===== config.mk =====
export PLATFORM = sky130hd
export DESIGN_NAME = timer_ctrl
export DESIGN_NICKNAME = d
export VERILOG_FILES = /design/src/rtl/timer_ctrl.sv
export SDC_FILE = /design/constraint.sdc
export NUM_CORES = 1
export LEC_CHECK = 0
export CORE_MARGIN = 4
export CORE_UTILIZATION = 52
export CTS_BUF_LIST = sky130_fd_sc_hd__clkbuf_8
export DETAILED_ROUTE_END_ITERATION = 10
export GPL_TIMING_DRIVEN = 1
export PLACE_DENSITY_LB_ADDON = 0.05
export SLEW_MARGIN = 0
export SYNTH_ARGS = -nofsm -noshare
export SYNTH_HDL_FRONTEND = slang
export SYNTH_SLANG_ARGS = --single-unit

===== constraint.sdc =====
create_clock -name CLOCK_50 -period 2.9 [get_ports CLOCK_50]
set_input_delay 0.435 -clock CLOCK_50 [delete_from_list [all_inputs] [get_ports CLOCK_50]]
set_output_delay 0.435 -clock CLOCK_50 [all_outputs]
set_load 0.03 [all_outputs]

===== src/rtl/timer_ctrl.sv =====
// Countdown timer controller: two-key BCD set/run/pause FSM with an expiry alarm.
// Ports: CLOCK_50, reset, tick, set_key, run_key, sw_val -> sec_bcd, min_bcd, state, running, alarm.
module timer_ctrl (
    input  logic       CLOCK_50,
    input  logic       reset,
    input  logic       tick,
    input  logic       set_key,
    input  logic       run_key,
    input  logic [7:0] sw_val,
    output logic [7:0] sec_bcd,
    output logic [7:0] min_bcd,
    output logic [2:0] state,
    output logic       running,
    output logic       alarm
);

    typedef enum logic [2:0] {
        IDLE    = 3'd0,
        SET_SEC = 3'd1,
        SET_MIN = 3'd2,
        READY   = 3'd3,
        RUN     = 3'd4,
        PAUSE   = 3'd5,
        EXPIRED = 3'd6
    } state_t;

    state_t     state_q, state_d;
    logic [7:0] sec_q, sec_d;
    logic [7:0] min_q, min_d;
    logic       alarm_q, alarm_d;
    logic       set_s1_q, set_s1_d, set_s2_q, set_s2_d;
    logic       run_s1_q, run_s1_d, run_s2_q, run_s2_d;
    logic       set_p, run_p;
    logic [15:0] cnt_dec;

    function automatic logic [7:0] clamp_sec(input logic [7:0] v);
        logic [3:0] t;
        logic [3:0] o;
        t = (v[7:4] > 4'd5) ? 4'd5 : v[7:4];
        o = (v[3:0] > 4'd9) ? 4'd9 : v[3:0];
        return {t, o};
    endfunction

    function automatic logic [7:0] clamp_min(input logic [7:0] v);
        logic [3:0] t;
        logic [3:0] o;
        t = (v[7:4] > 4'd9) ? 4'd9 : v[7:4];
        o = (v[3:0] > 4'd9) ? 4'd9 : v[3:0];
        return {t, o};
    endfunction

    // One-second BCD decrement of {min_tens, min_ones, sec_tens, sec_ones}.
    function automatic logic [15:0] dec_bcd(input logic [15:0] c);
        logic [3:0] m10, m1, s10, s1;
        {m10, m1, s10, s1} = c;
        if (s1 != 4'd0) begin
            s1 = s1 - 4'd1;
        end else begin
            s1 = 4'd9;
            if (s10 != 4'd0) begin
                s10 = s10 - 4'd1;
            end else begin
                s10 = 4'd5;
                if (m1 != 4'd0) begin
                    m1 = m1 - 4'd1;
                end else begin
                    m1  = 4'd9;
                    m10 = m10 - 4'd1;
                end
            end
        end
        return {m10, m1, s10, s1};
    endfunction

    // Press = registered 1->0 edge of the key sample.
    assign set_p   = set_s2_q & ~set_s1_q;
    assign run_p   = run_s2_q & ~run_s1_q;
    assign cnt_dec = dec_bcd({min_q, sec_q});

    always_comb begin
        set_s1_d = set_key;
        set_s2_d = set_s1_q;
        run_s1_d = run_key;
        run_s2_d = run_s1_q;
        state_d  = state_q;
        sec_d    = sec_q;
        min_d    = min_q;
        alarm_d  = 1'b0;
        case (state_q)
            IDLE: begin
                if (set_p) begin
                    sec_d   = clamp_sec(sw_val);
                    state_d = SET_SEC;
                end
            end
            SET_SEC: begin
                sec_d = clamp_sec(sw_val);
                if (set_p) state_d = SET_MIN;
            end
            SET_MIN: begin
                min_d = clamp_min(sw_val);
                if (set_p) state_d = READY;
            end
            READY: begin
                if (set_p) begin
                    sec_d   = clamp_sec(sw_val);
                    state_d = SET_SEC;
                end else if (run_p && {min_q, sec_q} != 16'h0000) begin
                    state_d = RUN;
                end
            end
            RUN: begin
                if (run_p) state_d = PAUSE;
                // A tick in the same cycle as a pause still counts.
                if (tick) begin
                    {min_d, sec_d} = cnt_dec;
                    if ({min_q, sec_q} == 16'h0001) state_d = EXPIRED;
                end
            end
            PAUSE: begin
                if (set_p) begin
                    sec_d   = clamp_sec(sw_val);
                    state_d = SET_SEC;
                end else if (run_p) begin
                    state_d = RUN;
                end
            end
            EXPIRED: begin
                alarm_d = alarm_q ^ tick;
                if (set_p || run_p) begin
                    alarm_d = 1'b0;
                    state_d = IDLE;
                end
            end
            default: state_d = IDLE;
        endcase
    end

    always_ff @(posedge CLOCK_50) begin
        if (reset) begin
            state_q  <= IDLE;
            sec_q    <= 8'h00;
            min_q    <= 8'h00;
            alarm_q  <= 1'b0;
            set_s1_q <= 1'b1;
            set_s2_q <= 1'b1;
            run_s1_q <= 1'b1;
            run_s2_q <= 1'b1;
        end else begin
            state_q  <= state_d;
            sec_q    <= sec_d;
            min_q    <= min_d;
            alarm_q  <= alarm_d;
            set_s1_q <= set_s1_d;
            set_s2_q <= set_s2_d;
            run_s1_q <= run_s1_d;
            run_s2_q <= run_s2_d;
        end
    end

    assign sec_bcd = sec_q;
    assign min_bcd = min_q;
    assign state   = state_q;
    assign running = (state_q == RUN);
    assign alarm   = alarm_q;

endmodule

==> flow_summary_export.csv <==
group,metric,value,unit
clocking,clkSinkCount,24,
flow_run,max_cap_viol_count,0,
timing,tightest_slew,0.598,ns
drt,drc_errors,0,
logic_synthesis,ys_seq_elements,24,
logic_synthesis,syn_area,1480,um^2
drt,post_drt_via_cell_ratio,6.15,
placed_design,portBuffers,33,
logic_synthesis,synth_area_leader_cell,"dfxtp_1",
timing,maxSlewViolCount,0,
logic_synthesis,yosysMostFrequentCell,"dfxtp_1",
worst_setup_path,worst_setup_path_start_kind,"flip-flop",
die,dieArea,3760,um^2
clocking,clkSlewWorstSetupHoldPaths,0.08,ns
clocking,cts_tree,"built",
die,ios,34,
global_route,grt_antenna_before_repair,0,
layout,diodes,0,
timing,finalCritPeriodShare,92.6,%
global_route,grt_max_degree,27,
drt,dr.pass1.iters,4,
pwr,peakVddDrop,434,uV
timing,hold_ws,0.466,ns
timing,timing.final.crit_period,2.69,ns
worst_setup_path,worst_ep_required_time,2.47,ns
timing,max_freq,0.372,GHz
logic_synthesis,ys_top_cells_by_count,"dfxtp_1, nor2_1, o21ai_0",
worst_setup_path,cp_cell_sequence,"or3b_2, clkinv_1, clkdlybuf4s50_1",
logic_synthesis,synth_cell_types,49,
timing,finalSetupTns,0,ns
logic_synthesis,synthArstFlopShare,0,%
die,placementRows,19,
clocking,clkLatencyLatePin,0.26,ns
timing,hold_viol,0,
worst_hold_path,hp-class,"flip-flop to flip-flop",
timing,rsz0062_at_grt,"false",
pwr,p_per_area,607,nW/um^2
clocking,post_cts_buffers,0,
clocking,cts_resized,0,
die,die_w,61.3,um
layout,drive_gt1_share,7.14,%
logic_synthesis,yosysSeqAreaShare,32.5,%
die,core,2730,um^2
die,initial_utilization,54.1,%
global_route,first_global_vias,1466,
clocking,cts_buffer_depth,2,
worst_setup_path,path_class,"flip-flop to primary output",
worst_setup_path,cp.arrival,2.25,ns
logic_synthesis,synth_ff_type,"dfxtp_1",
timing,slew_headroom,59.8,%
placed_design,gpl.final_weighted_congestion,0.902,
drt,wl_per_cell,15.6,um
clocking,htreeDepth,1,
worst_setup_path,worst_setup_path_end_kind,"primary output",
layout,stdcell_area,1870,um^2
layout,fin_util,68.4,%
worst_setup_path,cp_max_fo,15,
logic_synthesis,yosysWarnings,0,
clocking,cts_buffers,3,
worst_setup_path,max_stage_delay,0.67,ns
logic_synthesis,synth.area.top_cells,"dfxtp_1, o21ai_0, nor2_1",
clocking,clock-root-buffer,"clkbuf_8",
logic_synthesis,synth_top_area_share,32.5,%
drt,drt_iter0_drc,107,
timing,setup_viol,0,
logic_synthesis,syn-num-nets,210,
worst_setup_path,cp_slowest_cell,"clkdlybuf4s50_1",
pwr,p_total,1.13,mW
drt,wl,3980,um
timing,clock_skew,0.00170,ns
logic_synthesis,avgSynthCellArea,7.58,um^2
die,die_y,61.3,um
placed_design,dp_hpwl,2990,um
drt,vias,1569,
global_route,grt_pass1_wl,6490,um
drt,antenna_left,0,
global_route,grt_overflow,0,
clocking,cts_hold_buf,0,
run_status,status,"complete, no violations",
logic_synthesis,synth-edff-count,0,
global_route,track_usage,22.7,%
logic_synthesis,syn_inst,195,
layout,area_growth_syn_to_layout,26.5,%
layout,fin_nets,241,
placed_design,placed_area,1830,um^2
pwr,p_leak,0.679,nW
[cells by family (layout without fill, tap and decap cells)]
logic type	after synthesis	in the layout	synth area share, %
and+or+nand+nor	86	86	31.7
AOI/OAI and AO/OA	66	66	29.1
DFF	24	24	32.5
buffers and inverters	15	44	3.81
adders and majority gates	2	2	1.69
xor gates and xnor gates	2	2	1.19
[critical path: cells and delay by family (launching register included)]
family	cells	cell delay [ns]
buf+inv	2	0.78
simple gates	1	0.66
flops	1	0.55
[registers in the layout, summed over array words and instances (netlist names)]
name / flops
set_s2_q: 1
run_s1_q: 1
min_bcd: 8
run_s2_q: 1
set_s1_q: 1
sec_bcd: 8
state: 3
alarm: 1
[stage by stage]
step	setup slack, ns	instances
3_3_place_gp	0.523	252
4_1_cts	0.212	255
6_report	0.214	255
2_1_floorplan	0.578	195
3_5_place_dp	0.449	252
5_1_grt	0.130	255
[path summary, 6_finish.rpt]
| path | from | endpoint | slack [ns] | cells past startpoint |
|---|---|---|---|---|
| min | run_s1_q$_SDFF_PP1_ | run_s2_q$_SDFF_PP1_ | 0.47 | 1 |
| max | state[2]$_SDFFE_PP0P_ | running | 0.21 | 3 |
| min reg2reg | run_s1_q$_SDFF_PP1_ | run_s2_q$_SDFF_PP1_ | 0.47 | 1 |
| max reg2reg | sec_bcd[3]$_SDFFE_PP0P_ | min_bcd[7]$_SDFFE_PP0P_ | 0.66 | 5 |
[layer usage]
metal | track usage [%] | vias to the layer above | routed length, um
li1 | - | 771 | -
met1 | 29.7 | 728 | 1780
met2 | 37.8 | 65 | 1920
met3 | 3.77 | 5 | 240
met4 | 7.74 | 0 | 36
met5 | 0 | - | 0
[cells in the final DEF, fill, tap and decap left out, drive strengths merged, types with 3 or more instances in the layout]
master	netlist	layout
nand2	16	16
or2	5	5
a31oi	3	3
nor3	6	6
o21ai	18	18
inv	5	5
dfxtp	24	24
nand3	6	6
or4	4	4
nand2b	8	8
a21o	6	6
nor2	23	23
clkbuf	8	3
a21oi	15	15
o21a	5	5
clkdlybuf4s50	0	33
nor2b	4	4
nor4	3	3
[where the power goes]
group	switching [mW]	total [mW]	internal (mW)
clock	0.103	0.196	0.0929
combinational	0.306	0.514	0.208
sequential	0.0577	0.425	0.367
[cell type report]
cell class	instances	area, um^2
Timing Repair Buffer	35	345
Clock buffer	3	41.3
Tap cell	31	38.8
Inverter	6	22.5
Multi-Input combinational cell	156	941
Fill cell	228	865
Sequential cell	24	480
Note: power is estimated with default switching activity, not from simulation.
